**src/rtl/icache_refill_scheduler.sv**
```systemverilog
// I-cache refill scheduler: arbitrates demand misses and prefetches onto one memory read port.
// Optional prefetch/merge path is enabled by defining ICACHE_REFILL_PREFETCH_EN.
module icache_refill_scheduler #(
  parameter int ADDR_WIDTH = 32,
  parameter int LINE_WIDTH = 256,
  parameter int BEAT_WIDTH = 64
) (
  input  logic                  clk,
  input  logic                  rst,
  input  logic                  demandReq,
  input  logic [ADDR_WIDTH-1:0] demandAddr,
  output logic                  demandDone,
  input  logic                  pfReq,
  input  logic [ADDR_WIDTH-1:0] pfAddr,
  output logic                  pfAck,
  output logic                  memReq,
  output logic [ADDR_WIDTH-1:0] memAddr,
  input  logic                  memGrant,
  input  logic                  memRdValid,
  input  logic [BEAT_WIDTH-1:0] memRdData,
  output logic                  fillWE,
  output logic [ADDR_WIDTH-1:0] fillAddr,
  output logic [LINE_WIDTH-1:0] fillData,
  output logic                  busy
);

  localparam int BEATS = LINE_WIDTH / BEAT_WIDTH;
  localparam int OFF   = $clog2(LINE_WIDTH / 8);
  localparam int CW    = $clog2(BEATS);

  localparam logic [1:0] IDLE  = 2'd0;
  localparam logic [1:0] REQ   = 2'd1;
  localparam logic [1:0] FILL  = 2'd2;
  localparam logic [1:0] WRITE = 2'd3;

  logic [1:0]            state;
  logic [ADDR_WIDTH-1:0] line_q;
  logic [ADDR_WIDTH-1:0] demand_line;
  logic [ADDR_WIDTH-1:0] pf_line;
  logic [LINE_WIDTH-1:0] line_buf;
  logic [CW-1:0]         cnt;
  logic                  src_pf;
  logic                  merge_q;
  logic                  merge_hit;
  logic                  take_pf;
  logic                  addr_unused;

  assign demand_line = {demandAddr[ADDR_WIDTH-1:OFF], {OFF{1'b0}}};

`ifdef ICACHE_REFILL_PREFETCH_EN
  assign pf_line     = {pfAddr[ADDR_WIDTH-1:OFF], {OFF{1'b0}}};
  // Demand has priority; a prefetch is only taken from an idle, non-reset cycle.
  assign take_pf     = rst && (state == IDLE) && !demandReq && pfReq;
  assign merge_hit   = (state != IDLE) && src_pf && demandReq && (demand_line == line_q);
  assign addr_unused = ^{demandAddr[OFF-1:0], pfAddr[OFF-1:0]};

  always_ff @(posedge clk) begin
    if (!rst) begin
      src_pf  <= 1'b0;
      merge_q <= 1'b0;
    end else if (state == IDLE) begin
      src_pf  <= take_pf;
      merge_q <= 1'b0;
    end else if (merge_hit) begin
      merge_q <= 1'b1;
    end
  end
`else
  assign pf_line     = '0;
  assign take_pf     = 1'b0;
  assign merge_hit   = 1'b0;
  assign src_pf      = 1'b0;
  assign merge_q     = 1'b0;
  assign addr_unused = ^{demandAddr[OFF-1:0], pfReq, pfAddr};
`endif

  always_ff @(posedge clk) begin
    if (!rst) begin
      state    <= IDLE;
      line_q   <= '0;
      line_buf <= '0;
      cnt      <= '0;
    end else begin
      case (state)
        IDLE: begin
          if (demandReq) begin
            line_q <= demand_line;
            state  <= REQ;
          end else if (take_pf) begin
            line_q <= pf_line;
            state  <= REQ;
          end
        end
        REQ: begin
          if (memGrant) begin
            cnt   <= '0;
            state <= FILL;
          end
        end
        FILL: begin
          if (memRdValid) begin
            line_buf[cnt*BEAT_WIDTH +: BEAT_WIDTH] <= memRdData;
            cnt <= cnt + 1'b1;
            if (cnt == CW'(BEATS - 1)) state <= WRITE;
          end
        end
        default: state <= IDLE;
      endcase
    end
  end

  assign memReq     = (state == REQ);
  assign memAddr    = line_q;
  assign fillWE     = (state == WRITE);
  assign fillAddr   = line_q;
  assign fillData   = line_buf;
  assign busy       = (state != IDLE);
  assign pfAck      = take_pf;
  // A dropped demandReq (flush) suppresses completion even though the line is written.
  assign demandDone = (state == WRITE) && demandReq && (!src_pf || merge_q || merge_hit);

endmodule

```
**config.mk**
```make
export PLATFORM = sky130hd
export DESIGN_NAME = icache_refill_scheduler
export DESIGN_NICKNAME = d
export VERILOG_FILES = /design/src/rtl/icache_refill_scheduler.sv
export SDC_FILE = /design/constraint.sdc
export NUM_CORES = 1
export LEC_CHECK = 0
export ABC_AREA = 1
export CORE_AREA = 5 5 178 180
export CTS_CLUSTER_SIZE = 40
export DETAILED_ROUTE_END_ITERATION = 7
export DIE_AREA = 0 0 183 185
export GPL_ROUTABILITY_DRIVEN = 0
export GPL_TIMING_DRIVEN = 0
export MAX_ROUTING_LAYER = met4
export PLACE_DENSITY = 0.73
export RECOVER_POWER = 25
export SYNTH_ARGS = -nofsm -noshare
export SYNTH_HDL_FRONTEND = slang
export SYNTH_SLANG_ARGS = --single-unit
```
**constraint.sdc**
```tcl
create_clock -name clk -period 2.9 [get_ports clk]
set_input_delay 0.58 -clock clk [delete_from_list [all_inputs] [get_ports clk]]
set_output_delay 0.58 -clock clk [all_outputs]
set_load 0.02 [all_outputs]
```
==> results of run 1 <==
==> kinds of logic after synthesis <==
| logic type | synth area share |
|---|---|
| simple gates | 0.227 |
| other cells | 0.000327 |
| compound gates | 0.170 |
| buf+inv | 0.0907 |
| fa+ha+maj | 0.0109 |
| flops | 0.501 |
==> cells in the mapped netlist <==
cell        n
nand2_1   333
dfxtp_1   287
a21oi_1   259
nand3_1   134
o21ai_0   128
nor2_1    127
clkbuf_1   67
buf_2      45
inv_1      42
buf_4      40
nor3_1     26
ha_1       10
buf_1       6
buf_6       6
nor2_4      4
inv_2       3
nor3_2      2
a21o_1      1
clkinv_1    1
conb_1      1
o21bai_1    1
or2_2       1
==> tightest hold or removal path: cells and delay by family (launching register included) <==
family           cells  cell delay (ns)
AO/OA/AOI/OAI        1             0.05
flip-flops           1             0.30
AND/OR/NAND/NOR      1             0.06
==> metal layers <==
metal  wire [um]  global-route usage
met2       21300               0.433
met3        4530              0.0711
met1       17900               0.309
met4        1540              0.0721
met5           0                   -
==> through the flow <==
| step | area (um2) | TNS, ns |
|---|---|---|
| floorplan | 11500 | 0 |
| global route | 17200 | 0 |
| finish | 17200 | 0 |
| detailed placement | 16100 | -26.82 |
| global placement | 16100 | -22.12 |
| CTS | 17100 | 0 |
==> cells in the final DEF, fill, tap and decap left out, types with 45 or more instances in the layout <==
cell / count
dlygate4sd3_1: 144
clkbuf_1: 72
a21oi_1: 259
dfxtp_1: 287
o21ai_0: 128
nand2_1: 333
buf_2: 45
nor2_1: 126
nand3_1: 134
clkdlybuf4s50_1: 265
==> state kept, by name (all words and copies together), names as in the netlist <==
signal,cells
state,2
fillAddr,27
fillData,256
cnt,2
==> power by group <==
group	total [W]	switching, W	internal, W	leakage (nW)
registers	0.00444	0.000209	0.00424	2.32
clock network	0.00409	0.00161	0.00248	0.528
logic	0.00325	0.00197	0.00128	3.89
total	0.0118	0.00379	0.00800	6.74
==> final cells by class <==
cell class	instances	area [um2]
Antenna cell	1	2.50
Buffer	163	863
Clock buffer	44	895
Clock inverter	12	164
Fill cell	2779	12900
Inverter	46	173
Multi-Input combinational cell	1037	4720
Sequential cell	287	5750
Tap cell	396	495
Timing Repair Buffer	409	4090
==> worst min-delay path by stage <==
stage             startpoint  cells after the start             to
3_5_place_dp   fillData[253]                      2  fillData[253]
6_report       fillData[253]                      2  fillData[253]
4_1_cts         fillData[95]                      2   fillData[95]
2_1_floorplan         cnt[1]                      2         cnt[1]
3_3_place_gp   fillData[221]                      2  fillData[221]
5_1_grt        fillData[253]                      2  fillData[253]
==> metrics.csv, run 1 <==
metric,value,unit
synth_top_cell_by_area,dfxtp_1,
path_class,reg2reg,
cp.required,3.39,ns
arrival,3.11,ns
syn_to_final_growth,49.6,%
hold_buffers,0,
power_density,687,mW/mm2
track_usage,0.259,
first_iter_violations,894,
routed_via_density,5.16,
tightest_slew,0.944,ns
cts_buffers,30,
syn_area,0.0115,mm2
clk_latency,0.56,ns
worstSetupEndpointType,register,
routedWlPerCell,18.9,um
crit_family,buffers and inverters,
crit_end,fillData[236],
cp.depth,9,
status,"complete, no violations",
period_needed,2.63,ns
layout-drive-gt1-share,0.0761,
critPathSlowestCell,dfxtp_1,
fin_skew,0.0207,ns
ant_nets,0,
antenna_found_initial,1,
pre_cts_slack,-0.478,ns
grt_pass1_vias,11800,
drc,0,
dieArea,0.0339,mm2
hold_path_class,reg2reg,
r2r_cells,9,
routed_wl,45300,um
maxCapViolations,0,
yosys_warnings,0,
placement.io_buffers,409,
finalSetupViolations,0,
critPathLaunch,cnt[0],
leakage,6.74,nW
grt_pass1_wl,67800,um
r2r_setup_slack,0.27,ns
final-max-slew-violation-count,0,
fin_util,0.571,
grt_max_degree,22,
post_cts_buffers,0,
vias,12400,
ys_top_cells_by_area,"dfxtp_1, a21oi_1, nand2_1",
ir_drop,0.445,mV
final_cells,2395,
dp_hpwl,34300,um
synth_top_cell_area_share,0.501,
core-area,0.0300,mm2
start_util,0.382,
die_w,183,um
syn_avg_cell_area,7.52,um2
hold_ws,0.460,ns
io_pins,459,
finalHoldViolations,0,
ctsResizeCount,1,
clk_path_buf_depth,3,
dr.pass1.iters,8,
cts_htree_levels,1,
reg2reg_to,fillData[236],
cp_num_buf_inv,4,
yosysSeqAreaShare,0.501,
cpPeakStageDelay,0.54,ns
synth_cell_types,22,
rsz0062_at_grt,no,
worstPathCellList,inv_2 > buf_4 > ha_1 > inv_2 > clkbuf_1 > nand2_1 > nor2_1 > nand2_1 > a21oi_1,
dp.cells,2339,
cts_sinks,287,
cp-start-kind,register,
syn-instance-count,1524,
final_nets,2118,
die_h,185,um
path_max_fanout,21,
clk_pin_slew_worst_paths,0.06,ns
fin_crit_sh,0.905,
worst_slack,0.275,ns
r2r-start,cnt[0],
cts-root-buf,clkbuf_16,
synth_seq_cells,287,
rows,64,
globalRouteOverflowTotal,0,
cts_tree,yes,
p_total,0.0118,W
fmax,381,MHz
max-slew-margin-rel,0.370,
Note: power is estimated with default switching activity, not from simulation.
==> run 2: changes to the inputs <==
CORE_AREA = 2 2 180 182   (was 5 5 178 180)
DIE_AREA = 0 0 182 184   (was 0 0 183 185)
PLACE_DENSITY = 0.69   (was 0.73)
REMOVE_ABC_BUFFERS = 1   (was default)
==> run 2 against run 1 <==
Net effect:
- count of clock-buffer cells in the layout is 5 higher
- critical path type unchanged
- critical endpoint is now fillData[27]
- via count is 6.2% lower
- worst setup slack worse by 0.051 ns
- highest routed layer unchanged
- first-iteration DRC count is 21% lower
- maximum frequency is 1.9% lower
- largest power group is now the clock network
- register-to-register slack worse by 0.05 ns
- clock power is 12% higher
==> metrics.csv, run 2 (synthesis results as in run 1) <==
metric,value,unit,change
status,"complete, no violations",,
worstSetupEndpointType,register,,
p_int,0.00835,W,+4.4%
layout_common_cells,"nand2_1, dfxtp_1, clkdlybuf4s50_1, a21oi_1, dlygate4sd3_1",,
die_h,184,um,-0.54%
multiInputGateArea,0.00480,mm2,+1.7%
clk_pin_slew_worst_paths,0.06,ns,about the same
first_iter_violations,708,,-21%
fin_skew,0.0120,ns,-0.00870 ns
syn_to_final_growth,48.2,%,
hold_path_class,reg2reg,,
hold_buffers,0,,unchanged
track_usage,0.241,,-0.0180
io_pins,459,,unchanged
fin_util,0.541,,-0.0298
grt_max_degree,90,,+310%
placement.io_buffers,409,,unchanged
ff_latch_area,0.00575,mm2,about the same
fmax,374,MHz,-1.9%
switching_share,0.312,,-0.00912
grt_pass1_vias,11100,,-6.1%
grt_pass1_wl,63000,um,-7.1%
vias,11600,,-6.2%
rows,65,,+1.6%
leakage,6.51,nW,-3.5%
antenna_found_initial,0,,-1
cts_htree_levels,2,,+1
dp_hpwl,26700,um,-22%
maxCapViolations,0,,unchanged
tightest_slew,1.27,ns,+0.322 ns
period_needed,2.68,ns,+0.0510 ns
routedWlPerCell,18.1,um,-4.2%
pwr-share-seq,0.366,,-0.011
core-area,0.0314,mm2,+4.5%
cp-start-kind,register,,
cts_tree,yes,,
final_nets,1982,,-6.4%
diodes,0,,-1
rsz0062_at_grt,no,,
cts_sinks,287,,unchanged
start_util,0.365,,-0.0166
clk_latency,0.50,ns,-0.06 ns
fill_cells,2897,,+4.2%
dr.pass1.iters,5,,-3
cp.required,3.31,ns,-0.08 ns
fin_crit_sh,0.923,,+0.0176
dieArea,0.0335,mm2,-1.1%
finalSetupViolations,0,,unchanged
final_common_cell,nand2_1,,
globalRouteOverflowTotal,0,,unchanged
routed_via_density,5.12,,-0.75%
path_class,reg2reg,,
finalHoldViolations,0,,unchanged
arrival,3.09,ns,-0.02 ns
drc,0,,unchanged
routed_wl,41100,um,-9.4%
die_w,182,um,-0.55%
final-max-slew-violation-count,0,,unchanged
cts-root-buf,clkbuf_16,,
largest_reg_flops,256,,unchanged
design_area,0.0170,mm2,-0.91%
power_density,714,mW/mm2,+4.0%
path_max_fanout,73,,+250%
switching_power,0.00379,W,about the same
ant_nets,0,,unchanged
power_frac_clock,0.377,,+0.030
ir_drop,0.430,mV,-3.5%
placed_area,0.0157,mm2,-2.4%
layout-drive-gt1-share,0.0537,,-0.0224
clk_path_buf_depth,3,,unchanged
pwr-share-comb,0.258,,-0.018
cts_buffers,34,,+13%
max-slew-margin-rel,0.154,,-0.216
## run 2: worst paths after layout
check,slack (ns),from,depth (start not counted),end
worst min-delay path,0.46,fillData[207],2,fillData[207]
worst max-delay path,0.22,cnt[0],8,fillData[27]
worst min register to register,0.46,fillData[207],2,fillData[207]
worst max register to register,0.22,cnt[0],8,fillData[27]
## run 2: timing repair
action | in CTS | in global routing
gates resized for setup | 8 | 2
gates cloned | 0 | 2
setup buffers | 1 | 2
pin swaps | 1 | 3
setup endpoints to repair | 239 | 166
## run 2: area by class of cell
type	count	area share
clock buffers	49	0.0624
clock inverters	11	0.00972
inverters	46	0.0114
multi-input cells	1039	0.282
flip-flops and latches	287	0.338
well taps	402	0.0296
repair buffers	430	0.266
## run 2: metrics by stage
| step | setup TNS [ns] | cells | setup slack [ns] | hold WS [ns] | power (W) |
|---|---|---|---|---|---|
| 2_1_floorplan | -249.54 | 1370 | -2.28 | 0.488 | 0.00606 |
| 3_3_place_gp | -1605.93 | 2181 | -7.19 | 0.451 | 0.00748 |
| 3_5_place_dp | -137.25 | 2199 | -1.23 | 0.455 | 0.00766 |
| 4_1_cts | 0 | 2260 | 0.0257 | 0.464 | 0.0123 |
| 5_1_grt | 0 | 2264 | 0.0127 | 0.474 | 0.0127 |
| 6_report | 0 | 2264 | 0.224 | 0.461 | 0.0121 |
## run 2: worst max-delay path: stages (launching register included)
cell and delay, ns:
dfxtp_2 0.42, inv_8 0.43, ha_4 0.40, inv_4 0.31
nor2_4 0.27, buf_16 0.20, buf_12 0.21, nand3_1 0.11
a21oi_1 0.19
## run 2: power groups by stage
| stage | clock [W] | combinational (W) | sequential, W |
|---|---|---|---|
| 2_1_floorplan | 0 | 0.00112 | 0.00493 |
| 3_3_place_gp | 0 | 0.00298 | 0.00450 |
| 3_5_place_dp | 0 | 0.00314 | 0.00451 |
| 4_1_cts | 0.00467 | 0.00318 | 0.00444 |
| 5_1_grt | 0.00484 | 0.00337 | 0.00447 |
| 6_report | 0.00457 | 0.00313 | 0.00444 |
## run 2: per-layer routing
metal,vias to the layer above,part of all wire,track usage
met3,72,0.082,0.0569
met4,0,0.024,0.0723
li1,5605,-,-
met5,-,0,-
met2,446,0.47,0.397
met1,5466,0.42,0.294
==> run 3: changes to the inputs <==
TNS_END_PERCENT = 20   (was default)
==> run 3 against run 2 <==
Net effect:
- worst setup slack better by 0.0030 ns
- design area about the same
- routed wire length decreased by 0.95%
- register-to-register slack hardly changed
- maximum frequency increased by 0.11%
- via count down 0.60%
- total power about the same
- count of clock-buffer cells in the layout did not move
- largest cell class unchanged
- core utilization hardly changed
- flip-flop and latch count stayed put
- combinational power about the same
- clock skew is essentially flat
==> metrics.csv, run 3 (synthesis results as in run 1) <==
metric,value,unit,change
cp_num_buf_inv,3,,-1
drc,0,,unchanged
core-area,0.0314,mm2,unchanged
placed_area,0.0157,mm2,unchanged
hold_path_class,reg2reg,,
routed_wl,40700,um,-0.95%
diodes,0,,unchanged
period_needed,2.67,ns,-0.00299 ns
grt_max_degree,90,,unchanged
fill_cells,2897,,unchanged
globalRouteOverflowTotal,0,,unchanged
use_met3,0.0569,,unchanged
r2r_cells,8,,unchanged
switching_share,0.312,,about the same
hold-path-cell-count,2,,unchanged
cp.required,3.31,ns,about the same
pwr-share-seq,0.365,,about the same
ff_latch_area,0.00575,mm2,unchanged
syn_to_final_growth,48.2,%,about the same
clk_path_buf_depth,3,,unchanged
final_common_cell,nand2_1,,
r2r-start,state[0],,
routedWlPerCell,18.0,um,-0.91%
routed_via_density,5.09,,-0.56%
reg2reg_to,fillData[247],,
fin_util,0.541,,about the same
layout-drive-gt1-share,0.0532,,-0.000508
hold_start,fillData[85],,
r2r_setup_slack,0.23,ns,about the same
dr.pass1.iters,7,,+2
cp-start-kind,input port,,
rows,65,,unchanged
worstPathCellList,clkdlybuf4s50_1 > nand3_4 > buf_12 > nor2_4 > buf_12 > nand2_1 > a21oi_1,,
hold_end,fillData[85],,
grt_pass1_wl,63000,um,unchanged
cpPeakStageDelay,0.79,ns,+0.36 ns
worstSetupEndpointType,register,,
status,"complete, no violations",,
switching_power,0.00379,W,-0.13%
final_nets,1981,,-0.050%
hold_buffers,0,,unchanged
dp_hpwl,26700,um,unchanged
final-max-slew-violation-count,0,,unchanged
power_frac_clock,0.377,,about the same
start_util,0.365,,unchanged
finalSetupViolations,0,,unchanged
grt_pass1_vias,11100,,unchanged
track_usage,0.241,,unchanged
ant_nets,0,,unchanged
gr-usage-met1,0.294,,unchanged
ir_drop,0.428,mV,-0.26%
io_pins,459,,unchanged
pwr-share-comb,0.257,,about the same
leakage,6.50,nW,about the same
dieArea,0.0335,mm2,unchanged
fmax,374,MHz,+0.11%
cts_sinks,287,,unchanged
vias,11500,,-0.60%
worst_path_most_repeated_cell,buf_12,,
placement.io_buffers,409,,unchanged
multiInputGateArea,0.00479,mm2,-0.13%
tightest_slew,1.28,ns,+0.0116 ns
clk_latency,0.50,ns,about the same
cts_htree_levels,2,,unchanged
arrival,3.09,ns,about the same
largest_reg_flops,256,,unchanged
first_iter_violations,700,,-1.1%
path_class,in2reg,,
critPathLaunch,memRdValid,,
crit_family,buffers and inverters,,
path_max_fanout,31,,-58%
fin_crit_sh,0.922,,-0.00103
maxCapViolations,0,,unchanged
p_int,0.00835,W,about the same
met2_usage,0.397,,unchanged
layout_common_cells,"nand2_1, dfxtp_1, clkdlybuf4s50_1, a21oi_1, dlygate4sd3_1",,
antenna_found_initial,0,,unchanged
rsz0062_at_grt,no,,
die_w,182,um,unchanged
design_area,0.0170,mm2,about the same
critPathSlowestCell,clkdlybuf4s50_1,,
fin_skew,0.0121,ns,+0.0000838 ns
power_density,714,mW/mm2,about the same
cts-root-buf,clkbuf_16,,
clk_pin_slew_worst_paths,0.06,ns,about the same
grt_busiest_layer,met2,,
finalHoldViolations,0,,unchanged
max-slew-margin-rel,0.147,,-0.00778
die_h,184,um,unchanged
cts_tree,yes,,
cts_buffers,34,,unchanged
## run 3: cell types whose count changed in the layout (fill, tap and decap cells not counted), sizes merged
cell	previous run	this run
nor2	132	131
## run 3: stage by stage
stage | setup WS (ns) | setup TNS, ns | instances | hold WS [ns] | total power, W
detailed placement | -1.23 | -137.25 | 2199 | 0.455 | 0.00766
CTS | 0.0257 | 0 | 2260 | 0.464 | 0.0123
finish | 0.227 | 0 | 2263 | 0.461 | 0.0121
global route | 0.0146 | 0 | 2263 | 0.474 | 0.0127
global placement | -7.19 | -1605.93 | 2181 | 0.451 | 0.00748
floorplan | -2.28 | -249.54 | 1370 | 0.488 | 0.00606
## run 3: power by group through the flow
| stage | clock, W | sequential (W) | combinational, W |
|---|---|---|---|
| final | 0.00458 | 0.00444 | 0.00312 |
| after global routing | 0.00484 | 0.00447 | 0.00337 |
| after CTS | 0.00467 | 0.00444 | 0.00318 |
| after detailed placement | 0 | 0.00451 | 0.00314 |
| after global placement | 0 | 0.00450 | 0.00298 |
| after floorplan | 0 | 0.00493 | 0.00112 |
## run 3: repair_timing
action,CTS,global route
pin swaps,1,2
gates cloned,0,1
setup buffers,1,2
setup endpoints to repair,239,166
resized for setup,8,2
## run 3: layout make-up
cell class              count  share of cell area
repair buffers            430               0.266
well taps                 402              0.0296
inverters                  46              0.0114
clock inverters            11             0.00972
multi-input cells        1038               0.282
clock buffers              49              0.0625
flip-flops and latches    287               0.338
## run 3: worst register-to-register path: cells and delay by family, from the launching register on
family | cells | cell delay (ns)
adder cells (fa/ha/maj) | 1 | 0.47
flip-flops | 1 | 0.34
buffers and inverters | 3 | 0.68
AO/OA/AOI/OAI | 1 | 0.14
AND/OR/NAND/NOR | 3 | 0.95
## run 3: how the worst max path moves through the flow
stage	end	cells past startpoint	slack, ns
3_5_place_dp	fillData[27]	8	-1.23
3_3_place_gp	fillData[197]	3	-7.19
2_1_floorplan	fillData[0]	6	-2.28
4_1_cts	fillData[27]	8	0.03
6_report	fillData[247]	7	0.23
5_1_grt	fillAddr[28]	6	0.01
## run 3: per-layer routing
layer	up-vias	share of wire	wire length [um]
li1	5599	-	-
met1	5423	0.42	17200
met2	421	0.47	19200
met3	76	0.078	3160
met4	0	0.026	1040
met5	-	0	0
